`config.mk`:
```
export PLATFORM = sky130hd
export DESIGN_NAME = memory_stage
export DESIGN_NICKNAME = d
export VERILOG_FILES = /design/src/rtl/mem_pkg.sv /design/src/rtl/pipe_reg.sv /design/src/rtl/memory_stage.sv
export SDC_FILE = /design/constraint.sdc
export NUM_CORES = 1
export LEC_CHECK = 0
export BUFFER_PORTS_ARGS = -buffer_cell sky130_fd_sc_hd__buf_2
export CELL_PAD_IN_SITES_DETAIL_PLACEMENT = 1
export CELL_PAD_IN_SITES_GLOBAL_PLACEMENT = 2
export CORE_AREA = 2 2 244 246
export CTS_CLUSTER_SIZE = 20
export DETAILED_ROUTE_END_ITERATION = 6
export DIE_AREA = 0 0 246 248
export PLACE_DENSITY = 0.81
export SYNTH_ARGS = -nofsm -noshare
export SYNTH_HDL_FRONTEND = slang
export SYNTH_SLANG_ARGS = --single-unit
export TNS_END_PERCENT = 50
```
`constraint.sdc`:
```
create_clock -name clk -period 1.2 [get_ports clk]
set_clock_uncertainty 0.1 [all_clocks]
set_input_delay 0.12 -clock clk [delete_from_list [all_inputs] [get_ports clk]]
set_output_delay 0.12 -clock clk [all_outputs]
set_load 0.005 [all_outputs]
```
`src/rtl/mem_pkg.sv`:
```
// Shared types for the LEGv8 memory stage: access FSM states and the
// control-bit bundle carried through the EX/MEM register.
package mem_pkg;

  typedef enum logic {
    IDLE,
    ACCESS
  } mem_state_t;

  typedef struct packed {
    logic valid;
    logic branch;
    logic mem_read;
    logic mem_write;
    logic reg_write;
    logic memto_reg;
  } ctrl_m_t;

  localparam int unsigned CTRL_M_W = $bits(ctrl_m_t);

endpackage : mem_pkg

```
`src/rtl/pipe_reg.sv`:
```
// Generic pipeline register: synchronous clear has priority over the enable.
module pipe_reg #(
  parameter int unsigned W = 8
) (
  input  logic         clk,
  input  logic         clr,
  input  logic         en,
  input  logic [W-1:0] d,
  output logic [W-1:0] q
);

  // Clear wins; otherwise load when enabled, hold when not.
  always_ff @(posedge clk) begin
    if (clr) begin
      q <= '0;
    end else if (en) begin
      q <= d;
    end
  end

endmodule : pipe_reg

```
`src/rtl/memory_stage.sv`:
```
// LEGv8 memory stage: EX/MEM register, branch resolution, req/ack data
// memory access with upstream stall, and MEM/WB register.
// Optional build macro MEM_ALIGN_CHECK_EN adds misalign_M and suppresses
// memory access for addresses that are not 8-byte aligned.
module memory_stage
  import mem_pkg::*;
#(
  parameter int N     = 64,
  parameter int REG_W = 5
) (
  input  logic             clk,
  input  logic             reset,
  input  logic             valid_E,
  input  logic             Branch_E,
  input  logic             MemRead_E,
  input  logic             MemWrite_E,
  input  logic             RegWrite_E,
  input  logic             MemtoReg_E,
  input  logic [REG_W-1:0] writeReg_E,
  input  logic [N-1:0]     PCBranch_E,
  input  logic [N-1:0]     aluResult_E,
  input  logic [N-1:0]     writeData_E,
  input  logic             zero_E,
  output logic             stall_M,
  output logic             PCSrc_M,
  output logic [N-1:0]     PCBranch_M,
  output logic             dm_req,
  output logic             dm_we,
  output logic [N-1:0]     dm_addr,
  output logic [N-1:0]     dm_wdata,
  input  logic [N-1:0]     dm_rdata,
  input  logic             dm_ack,
`ifdef MEM_ALIGN_CHECK_EN
  output logic             misalign_M,
`endif
  output logic             valid_W,
  output logic             RegWrite_W,
  output logic             MemtoReg_W,
  output logic [REG_W-1:0] writeReg_W,
  output logic [N-1:0]     aluResult_W,
  output logic [N-1:0]     readData_W
);

  typedef struct packed {
    ctrl_m_t          ctrl;
    logic [REG_W-1:0] write_reg;
    logic [N-1:0]     pc_branch;
    logic [N-1:0]     alu_result;
    logic [N-1:0]     write_data;
    logic             zero;
  } m_reg_t;

  typedef struct packed {
    logic             valid;
    logic             reg_write;
    logic             memto_reg;
    logic [REG_W-1:0] write_reg;
    logic [N-1:0]     alu_result;
  } w_reg_t;

  m_reg_t     m_d, m_q;
  w_reg_t     w_d, w_q;
  mem_state_t state_d, state_q;
  logic [N-1:0] read_data_d, read_data_q;

  logic capture;
  logic e_valid;
  logic e_misalign;
  logic m_misalign;
  logic new_mem_op;

  assign stall_M    = (state_q == ACCESS) & ~dm_ack;
  assign capture    = ~stall_M;
  assign PCSrc_M    = m_q.ctrl.valid & m_q.ctrl.branch & m_q.zero;
  assign PCBranch_M = m_q.pc_branch;

  // Taken branch in M squashes whatever execute is presenting.
  assign e_valid = valid_E & ~PCSrc_M;

`ifdef MEM_ALIGN_CHECK_EN
  assign e_misalign = aluResult_E[2:0] != 3'b000;
  assign m_misalign = m_q.ctrl.valid & (m_q.ctrl.mem_read | m_q.ctrl.mem_write)
                    & (m_q.alu_result[2:0] != 3'b000);
  assign misalign_M = m_misalign;
`else
  assign e_misalign = 1'b0;
  assign m_misalign = 1'b0;
`endif

  assign new_mem_op = capture & e_valid & (MemRead_E | MemWrite_E)
                    & ~Branch_E & ~e_misalign;

  assign dm_req   = (state_q == ACCESS);
  assign dm_we    = m_q.ctrl.mem_write;
  assign dm_addr  = m_q.alu_result;
  assign dm_wdata = m_q.write_data;

  // Assemble the EX/MEM register input from execute results.
  always_comb begin
    m_d                = '0;
    m_d.ctrl.valid     = e_valid;
    m_d.ctrl.branch    = Branch_E;
    m_d.ctrl.mem_read  = MemRead_E;
    m_d.ctrl.mem_write = MemWrite_E;
    m_d.ctrl.reg_write = RegWrite_E;
    m_d.ctrl.memto_reg = MemtoReg_E;
    m_d.write_reg      = writeReg_E;
    m_d.pc_branch      = PCBranch_E;
    m_d.alu_result     = aluResult_E;
    m_d.write_data     = writeData_E;
    m_d.zero           = zero_E;
  end

  pipe_reg #(.W($bits(m_reg_t))) u_m_reg (
    .clk (clk),
    .clr (reset),
    .en  (capture),
    .d   (m_d),
    .q   (m_q)
  );

  // Access FSM: a memory op captured on the ack edge keeps the FSM in ACCESS.
  always_comb begin
    state_d = state_q;
    case (state_q)
      IDLE:    if (new_mem_op) state_d = ACCESS;
      ACCESS:  if (dm_ack) state_d = new_mem_op ? ACCESS : IDLE;
      default: state_d = IDLE;
    endcase
  end

  // State register.
  always_ff @(posedge clk) begin
    if (reset) state_q <= IDLE;
    else       state_q <= state_d;
  end

  // MEM/WB input: register always loads so that valid drops to a bubble
  // on stall edges while the payload fields hold their previous values.
  always_comb begin
    w_d       = w_q;
    w_d.valid = 1'b0;
    if (capture) begin
      w_d.valid      = m_q.ctrl.valid & ~m_q.ctrl.branch & ~m_misalign;
      w_d.reg_write  = m_q.ctrl.reg_write;
      w_d.memto_reg  = m_q.ctrl.memto_reg;
      w_d.write_reg  = m_q.write_reg;
      w_d.alu_result = m_q.alu_result;
    end
  end

  pipe_reg #(.W($bits(w_reg_t))) u_w_reg (
    .clk (clk),
    .clr (reset),
    .en  (1'b1),
    .d   (w_d),
    .q   (w_q)
  );

  // Load data is captured only when a load completes; otherwise it holds.
  always_comb begin
    read_data_d = read_data_q;
    if ((state_q == ACCESS) && m_q.ctrl.mem_read && dm_ack) begin
      read_data_d = dm_rdata;
    end
  end

  // Load data register.
  always_ff @(posedge clk) begin
    if (reset) read_data_q <= '0;
    else       read_data_q <= read_data_d;
  end

  assign valid_W     = w_q.valid;
  assign RegWrite_W  = w_q.reg_write;
  assign MemtoReg_W  = w_q.memto_reg;
  assign writeReg_W  = w_q.write_reg;
  assign aluResult_W = w_q.alu_result;
  assign readData_W  = read_data_q;

endmodule : memory_stage

```
### After elaboration in Yosys (flattened, before gate mapping)

Cells that the tools add are included.
Widths: inputs -> output; s select.

| storage, ports and cells | value |
|---|---|
| register bits | 341 |
| bits of input ports | 271 |
| output and inout bits | 332 |
| word-level logic and storage cells | 26 |

| operators by class | value |
|---|---|
| mux-type cells | 3 |
| bitwise gates (word level) | 15 |
| reductions and logical operators | 3 |

Operators with widths:

| kind | count |
|---|---|
| $and 1x1->1 | 8 |
| $not 1->1 | 6 |
| $logic_and 1x1->1 | 2 |
| $mux 1 | 2 |
| $pmux 1 s2 | 1 |
| $reduce_or 2->1 | 1 |
| $or 1x1->1 | 1 |

### Longest topological paths before layout

Gate-level depths: netlist of the first run.

| depth | value |
|---|---|
| depth in word-level cells | 10 |
| depth in mapped cells | 7 |
| gate-level depth less buffers | 4 |

### Modules after synthesis

Synthesis of the first run repeated with hierarchy kept, for this count alone.

| unflattened totals | value |
|---|---|
| cell total of the unflattened synthesis | 1406 |
| area total of the unflattened synthesis | 13006.2 sq um |

Modules (own cells, without submodules):

| module | times used | cells each | area each (sq um) | sequential area each (sq um) |
|---|---|---|---|---|
| pipe_reg (u_m_reg) | 1 | 658 | 7259.5 | 4083.9 |
| memory_stage | 1 | 516 | 3166.8 | 1301.2 |
| pipe_reg (u_w_reg) | 1 | 232 | 2580.0 | 1441.4 |

### Worst setup path after synthesis of the first run

No wires, ideal clock.

| path | value |
|---|---|
| kind | reg2reg |
| start | reg state_q, in the netlist dm_req |
| end | reg u_w_reg.q[15] |
| library setup time | 0.070 ns |
| data arrival time | 1.064 ns |
| required time | 1.030 ns |
| path slack | -0.034 ns |
| stages on the path, launching flop included | 8 |
| path buffers | 3 |
| period minus slack after synthesis | 1.234 ns |
| path through | dfxtp_1 -> nand2b_1 -> buf_4 -> inv_4 -> buf_6 -> buf_6 -> nand2_1 -> a21oi_1 |

| on the way | value |
|---|---|
| word-level cells in the longest chain between the ends | 1 |

Ends and longest elaborated chain:

| what | RTL line | text |
|---|---|---|
| from (decl) | memory_stage.sv:63 | `mem_state_t state_d, state_q;` |
| from (signal assigned) | memory_stage.sv:135 | `else state_q <= state_d;` |
| $and 1x1->1 | memory_stage.sv:72 | `assign stall_M = (state_q == ACCESS) & ~dm_ack;` |
| to (signal assigned) | pipe_reg.sv:15 | `q <= '0;` |
| to (signal assigned) | pipe_reg.sv:17 | `q <= d;` |
| to (decl) | pipe_reg.sv:9 | `output logic [W-1:0] q` |

No other way between the ends.
A chain may end at the register's enable or synchronous reset.

### Final worst setup path of the first run

| path | value |
|---|---|
| start | reg state_q, in the netlist dm_req |
| end | out stall_M |

| on the way | value |
|---|---|
| word-level cells in the longest chain between the ends | 1 |

Ends and longest elaborated chain:

| what | RTL line | text |
|---|---|---|
| $and 1x1->1 | memory_stage.sv:72 |  |
| to (decl) | memory_stage.sv:24 | `output logic stall_M,` |

No other way between the ends.

==> metrics.txt, run 1 <==
# TYPE chip_impl_metric gauge
chip_impl_info{name="outcome",value="finished with violations"} 1
chip_impl_info{name="failing_checks",value="negative setup slack"} 1
chip_impl_metric{name="die_h",unit="microns"} 248
chip_impl_metric{name="initial_antenna_violation_count",unit=""} 2
chip_impl_metric{name="insertion_delay",unit="ns"} 0.53
chip_impl_info{name="end_kind",value="output port"} 1
chip_impl_metric{name="comb_power_share",unit=""} 0.122
chip_impl_metric{name="cp_data_required_time",unit="ns"} 0.98
chip_impl_info{name="tritoncts_clock_tree",value="done"} 1
chip_impl_info{name="rsz0062_at_grt",value="true"} 1
chip_impl_metric{name="peakVddDrop",unit="V"} 0.000822
chip_impl_metric{name="cellLeakagePower",unit="nW"} 9.58
chip_impl_metric{name="synthesis.area",unit="sq um"} 13300
chip_impl_metric{name="hpwl",unit="microns"} 35400
chip_impl_info{name="worst_hold_path_type",value="input pin to register"} 1
chip_impl_metric{name="period_needed",unit="ns"} 1.50
chip_impl_metric{name="netSwitchingFraction",unit=""} 0.242
chip_impl_metric{name="final_antenna_net_count",unit=""} 0
chip_impl_info{name="dominant_delay_contributor_by_cell_family_on_the_critical_path",value="flip-flops"} 1
chip_impl_metric{name="clkSinkCount",unit=""} 341
chip_impl_metric{name="post-route-worst-setup-slack",unit="ns"} -0.296
chip_impl_metric{name="worst_hold_slack",unit="ns"} 0.105
chip_impl_metric{name="die_w",unit="microns"} 246
chip_impl_metric{name="internal_power",unit="mW"} 20.7
chip_impl_metric{name="routed_wirelength",unit="microns"} 55300
chip_impl_metric{name="maximum_fanout_along_the_worst_path",unit=""} 3
chip_impl_metric{name="rows",unit=""} 89
chip_impl_metric{name="place.port_buffers",unit=""} 602
chip_impl_metric{name="drt_first_pass_iters",unit=""} 4
chip_impl_metric{name="powerDensity",unit="nW/um^2"} 1330
chip_impl_metric{name="route.detailed.wl_per_inst",unit="microns"} 17.4
chip_impl_metric{name="io-pin-count",unit=""} 603
chip_impl_metric{name="worst_pin_slew",unit="ns"} 0.395
chip_impl_metric{name="final-hold-violation-count",unit=""} 0
chip_impl_metric{name="final_max_slew_viol_count",unit=""} 0
chip_impl_info{name="crit_path_cell_trace",value="nand2b_4, inv_12, buf_8, buf_6"} 1
chip_impl_metric{name="area_delta_synth_final",unit="%"} 54.9
chip_impl_metric{name="totalPowerFinal",unit="mW"} 27.4
chip_impl_metric{name="drt-vias-per-instance",unit=""} 4.32
chip_impl_metric{name="portion_of_synthesized_cell_area_occupied_by_the_leading_cell_type",unit=""} 0.515
chip_impl_metric{name="final_core_utilization",unit=""} 0.351
chip_impl_metric{name="cts_buffers",unit=""} 40
chip_impl_metric{name="htree_num_levels",unit=""} 2
chip_impl_info{name="critical_path.slowest_cell",value="dfxtp_2"} 1
chip_impl_metric{name="nNetsFinal",unit=""} 2647
chip_impl_metric{name="cpPeakStageDelay",unit="ns"} 0.33
chip_impl_metric{name="num-fill-cells",unit=""} 7080
chip_impl_metric{name="cap_violations",unit=""} 0
chip_impl_metric{name="synth_seq_area_share",unit=""} 0.515
chip_impl_metric{name="yosysWarningCount",unit=""} 0
chip_impl_metric{name="synth.lib_cells_used.distinct",unit=""} 17
chip_impl_metric{name="final-setup-viol-count",unit=""} 587
chip_impl_metric{name="drt_iter0_drc",unit=""} 406
chip_impl_metric{name="core",unit="sq um"} 58500
chip_impl_info{name="synthTopCellsByArea",value="dfxtp_1, nand2_1, a21oi_1"} 1
chip_impl_metric{name="fmax",unit="MHz"} 668
chip_impl_metric{name="post_synthesis_register_bit_count",unit=""} 341
chip_impl_metric{name="gp_congestion",unit=""} 0.797
chip_impl_info{name="yosys.area.top_type",value="dfxtp_1"} 1
chip_impl_metric{name="routed-via-count",unit=""} 13700
chip_impl_metric{name="first_global_vias",unit=""} 14600
chip_impl_metric{name="cp_num_buf_inv",unit=""} 3
chip_impl_metric{name="pin_count_of_the_biggest_net_entering_global_routing",unit=""} 46
chip_impl_metric{name="syn-instance-count",unit=""} 1673
chip_impl_metric{name="initial_utilization",unit=""} 0.227
chip_impl_metric{name="cts_max_path_buffers",unit=""} 3
chip_impl_metric{name="clk_pin_slew",unit="ns"} 0.06
chip_impl_metric{name="die_area",unit="sq um"} 61000
chip_impl_info{name="cts_root_buffer",value="clkbuf_16"} 1
chip_impl_info{name="timing.critical_path.from_type",value="register"} 1
chip_impl_metric{name="fin_crit_sh",unit=""} 1.25
chip_impl_metric{name="grt_first_pass_wirelength",unit="microns"} 79800
chip_impl_metric{name="final_layout_size_suffix_gt1_frac",unit=""} 0.324
chip_impl_info{name="critical_path_start_end_classification",value="register to output port"} 1
chip_impl_metric{name="critical_path_arrival",unit="ns"} 1.28
chip_impl_metric{name="grtUsageTotal",unit=""} 0.165
chip_impl_metric{name="globalRoute.totalOverflow",unit=""} 0
chip_impl_metric{name="switchingPower",unit="mW"} 6.62
chip_impl_metric{name="slew_headroom",unit=""} 0.737
chip_impl_metric{name="avgSynthCellArea",unit="sq um"} 7.92
chip_impl_metric{name="drc_violations",unit=""} 0
chip_impl_metric{name="power.share.sequential",unit=""} 0.447
chip_impl_metric{name="syn_nets",unit=""} 1944
chip_impl_metric{name="power.clock.fraction",unit=""} 0.431
[final cells by class]
class / instances / area (sq um) / share of cell area
diodes: 3 / 7.51 / 0.000366
clock buffers: 62 / 1200 / 0.0587
clock inverters: 4 / 45.0 / 0.00219
inverters: 2 / 20.0 / 0.000975
multi-input cells: 1026 / 4350 / 0.212
flip-flops and latches: 341 / 6850 / 0.334
well taps: 773 / 967 / 0.0471
repair buffers: 965 / 7090 / 0.345
[cells in the mapped netlist, drive strengths merged]
cell / instances
a21oi: 339
and3: 1
buf: 262
clkbuf: 42
dfxtp: 341
inv: 2
nand2: 678
nand2b: 1
nand3: 3
nor2: 1
nor4b: 1
o22ai: 1
or3: 1
[what timing repair did]
action / in CTS / in global routing
setup buffers: 17 / 2
gates cloned: 2 / 9
gates resized for setup: 48 / 13
pin swaps: 1 / 1
hold endpoints to repair: 277 / 0
setup endpoints to repair: 663 / 673
hold buffers: 269 / 0
[flip-flops by register name, indices dropped and copies added, names as in the netlist]
| register | count |
|---|---|
| u_m_reg.q | 204 |
| u_w_reg.q | 72 |
| readData_W | 64 |
| dm_req | 1 |
[cells in the final DEF, fill, tap and decap left out, types with 13 or more instances in the layout]
master / count
nand2_1: 676
buf_2: 587
a21oi_1: 336
dfxtp_1: 326
dlygate4sd3_1: 269
clkbuf_16: 50
buf_4: 47
buf_6: 24
buf_12: 20
dfxtp_2: 13
[worst min-delay path: stages]
cell and delay (ns):
buf_2 0.12, nand3_4 0.13, buf_6 0.19, nand2_1 0.07, a21oi_1 0.05
[metrics by stage]
step	worst slack [ns]	setup TNS [ns]	instance area, sq um	cells
6_report	-0.296	-65.03	20500	3176
5_1_grt	-0.368	-116.62	20500	3175
4_1_cts	-0.338	-97.25	20200	3162
3_5_place_dp	-0.194	-34.92	15900	2808
3_3_place_gp	-0.125	-22.66	15900	2808
2_1_floorplan	0.000472	0	13300	1673
[power by group through the flow]
stage / Sequential [mW] / Clock [mW] / Combinational [mW]
floorplan: 12.4 / 0 / 1.48
global placement: 12.4 / 0 / 2.36
detailed placement: 12.5 / 0 / 2.42
CTS: 12.2 / 12.3 / 3.25
global route: 12.3 / 12.7 / 3.63
finish: 12.2 / 11.8 / 3.34
[cells by family after synthesis]
group / count (synthesis) / synth area share
AO/OA/AOI/OAI: 340 / 0.129
flip-flops: 341 / 0.515
buffers and inverters: 306 / 0.161
AND/OR/NAND/NOR: 686 / 0.196
[metal layers]
metal | GRT usage | part of all wire
met1 | 0.181 | 0.39
met2 | 0.293 | 0.50
met3 | 0.0502 | 0.070
met4 | 0.0727 | 0.042
met5 | 0 | 0
[final timing paths]
path | endpoint | slack, ns | depth (start not counted) | start
max | stall_M | -0.30 | 4 | dm_req
min reg2reg | u_w_reg.q[48] | 0.35 | 2 | u_w_reg.q[48]
min | readData_W[4] | 0.11 | 5 | dm_ack
max reg2reg | u_w_reg.q[46] | -0.29 | 6 | dm_req
Note: power is estimated with default switching activity, not from simulation.
==> run 2: changes to the inputs <==
- MAX_ROUTING_LAYER: default -> met4
==> metrics.txt, run 2 (synthesis gave the netlist of run 1 again) <==
# TYPE chip_impl_metric gauge
chip_impl_metric{name="die_area",unit="sq um"} 61000
chip_impl_info{name="registers.top_by_ff_count",value="u_m_reg.q"} 1
chip_impl_metric{name="die_w",unit="microns"} 246
chip_impl_metric{name="final_layout_size_suffix_gt1_frac",unit=""} 0.323
chip_impl_info{name="worst_hold_path_type",value="input pin to register"} 1
chip_impl_metric{name="final_max_slew_viol_count",unit=""} 0
chip_impl_metric{name="first_global_vias",unit=""} 14600
chip_impl_info{name="failing_checks",value="negative setup slack"} 1
chip_impl_metric{name="num-fill-cells",unit=""} 7079
chip_impl_metric{name="route.detailed.wl_per_inst",unit="microns"} 17.1
chip_impl_metric{name="fmax",unit="MHz"} 668
chip_impl_metric{name="finish.cell_count_without_fillers",unit=""} 3171
chip_impl_metric{name="power.clock.fraction",unit=""} 0.432
chip_impl_metric{name="slew_headroom",unit=""} 0.737
chip_impl_metric{name="comb_power_share",unit=""} 0.121
chip_impl_metric{name="final_antenna_net_count",unit=""} 0
chip_impl_metric{name="nNetsFinal",unit=""} 2640
chip_impl_info{name="layout_common_cells",value="nand2_1, buf_2, a21oi_1"} 1
chip_impl_metric{name="worst_hold_slack",unit="ns"} 0.0812
chip_impl_metric{name="final-hold-violation-count",unit=""} 0
chip_impl_metric{name="io-pin-count",unit=""} 603
chip_impl_metric{name="internal_power",unit="mW"} 20.7
chip_impl_metric{name="post-route-worst-setup-slack",unit="ns"} -0.296
chip_impl_info{name="critical_path_start_end_classification",value="register to output port"} 1
chip_impl_metric{name="power.share.sequential",unit=""} 0.447
chip_impl_metric{name="cellLeakagePower",unit="nW"} 9.51
chip_impl_metric{name="cts_max_path_buffers",unit=""} 3
chip_impl_metric{name="insertion_delay",unit="ns"} 0.53
chip_impl_metric{name="core",unit="sq um"} 58500
chip_impl_metric{name="drc_violations",unit=""} 0
chip_impl_metric{name="die_h",unit="microns"} 248
chip_impl_metric{name="cts_buffers",unit=""} 40
chip_impl_metric{name="drt_first_pass_iters",unit=""} 4
chip_impl_info{name="cts_root_buffer",value="clkbuf_16"} 1
chip_impl_metric{name="grt_first_pass_wirelength",unit="microns"} 79600
chip_impl_metric{name="gp_congestion",unit=""} 0.808
chip_impl_metric{name="globalRoute.totalOverflow",unit=""} 0
chip_impl_metric{name="critical_path_arrival",unit="ns"} 1.28
chip_impl_metric{name="period_needed",unit="ns"} 1.50
chip_impl_info{name="tritoncts_clock_tree",value="done"} 1
chip_impl_metric{name="maximum_fanout_along_the_worst_path",unit=""} 3
chip_impl_metric{name="hpwl",unit="microns"} 35400
chip_impl_metric{name="place.detailed.instances",unit=""} 2808
chip_impl_metric{name="htree_num_levels",unit=""} 2
chip_impl_metric{name="grtUsageTotal",unit=""} 0.170
chip_impl_metric{name="final_core_utilization",unit=""} 0.349
chip_impl_metric{name="initial_antenna_violation_count",unit=""} 4
chip_impl_info{name="end_kind",value="output port"} 1
chip_impl_metric{name="drt_iter0_drc",unit=""} 375
chip_impl_metric{name="fin_crit_sh",unit=""} 1.25
chip_impl_metric{name="clkSinkCount",unit=""} 341
chip_impl_info{name="outcome",value="finished with violations"} 1
chip_impl_metric{name="drt-vias-per-instance",unit=""} 4.29
chip_impl_metric{name="initial_utilization",unit=""} 0.227
chip_impl_metric{name="pin_count_of_the_biggest_net_entering_global_routing",unit=""} 46
chip_impl_metric{name="final-setup-viol-count",unit=""} 593
chip_impl_metric{name="switchingPower",unit="mW"} 6.63
chip_impl_metric{name="powerDensity",unit="nW/um^2"} 1340
chip_impl_metric{name="peakVddDrop",unit="V"} 0.000825
chip_impl_metric{name="netSwitchingFraction",unit=""} 0.242
chip_impl_metric{name="totalPowerFinal",unit="mW"} 27.4
chip_impl_info{name="timing.critical_path.from_type",value="register"} 1
chip_impl_metric{name="clk_pin_slew",unit="ns"} 0.05
chip_impl_metric{name="routed-via-count",unit=""} 13600
chip_impl_metric{name="largest_register_ffs",unit=""} 204
chip_impl_info{name="mostFrequentLayoutCell",value="nand2_1"} 1
chip_impl_metric{name="cp_data_required_time",unit="ns"} 0.98
chip_impl_metric{name="area_delta_synth_final",unit="%"} 54.0
chip_impl_metric{name="cap_violations",unit=""} 0
chip_impl_info{name="rsz0062_at_grt",value="true"} 1
chip_impl_metric{name="worst_pin_slew",unit="ns"} 0.395
chip_impl_metric{name="rows",unit=""} 89
chip_impl_metric{name="place.port_buffers",unit=""} 602
chip_impl_metric{name="routed_wirelength",unit="microns"} 54300
## run 2: cell types whose count changed in the layout (fill, tap and decap cells not counted), sizes merged
cell    before  now
buf        685  683
clkbuf      71   66
diode        3    5
## run 2: metal layers
layer	track usage	wire length, microns
met1	0.181	21500
met2	0.293	27000
met3	0.0489	3680
met4	0.0731	2110
met5	-	0
## run 2: through the flow
step	TNS, ns	cell area (sq um)	worst slack, ns
after floorplan	0	13300	0.000472
after global placement	-22.66	15900	-0.125
after detailed placement	-34.92	15900	-0.194
after CTS	-97.25	20200	-0.338
after global routing	-119.63	20400	-0.367
final	-67.50	20400	-0.296
## run 2: cell type report
cell class	count	area (sq um)	share of cell area
Clock inverter	4	45.0	0.00221
Inverter	2	20.0	0.000981
Multi-Input combinational cell	1026	4350	0.213
Tap cell	773	967	0.0474
Timing Repair Buffer	958	6950	0.341
Clock buffer	62	1200	0.0591
Sequential cell	341	6850	0.336
Antenna cell	5	12.5	0.000613
## run 2: timing repair
| item | 4_1_cts | 5_1_grt |
|---|---|---|
| endpoints found under the setup margin | 663 | 673 |
| resized for setup | 48 | 15 |
| gates cloned | 2 | 4 |
| endpoints found under the hold margin | 277 | 0 |
| pin swaps | 1 | 0 |
| setup buffers | 17 | 0 |
| hold buffers | 269 | 0 |
## run 2: final timing paths
kind	from	end	slack, ns	cells past startpoint
worst max-delay path	dm_req	stall_M	-0.30	4
worst max register to register	dm_req	u_m_reg.q[5]	-0.27	6
worst min register to register	u_w_reg.q[48]	u_w_reg.q[48]	0.35	2
worst min-delay path	dm_ack	readData_W[21]	0.08	5
## run 2: power by group through the flow
stage	clock network [mW]	registers, mW	logic, mW
floorplan	0	12.4	1.48
global placement	0	12.4	2.36
detailed placement	0	12.5	2.42
CTS	12.3	12.2	3.25
global route	12.7	12.3	3.62
finish	11.8	12.2	3.32
## run 2: worst max-delay path: stages, from the launching register on
cell,delay [ns]
dfxtp_2,0.33
nand2b_4,0.12
inv_12,0.05
buf_8,0.12
buf_6,0.11
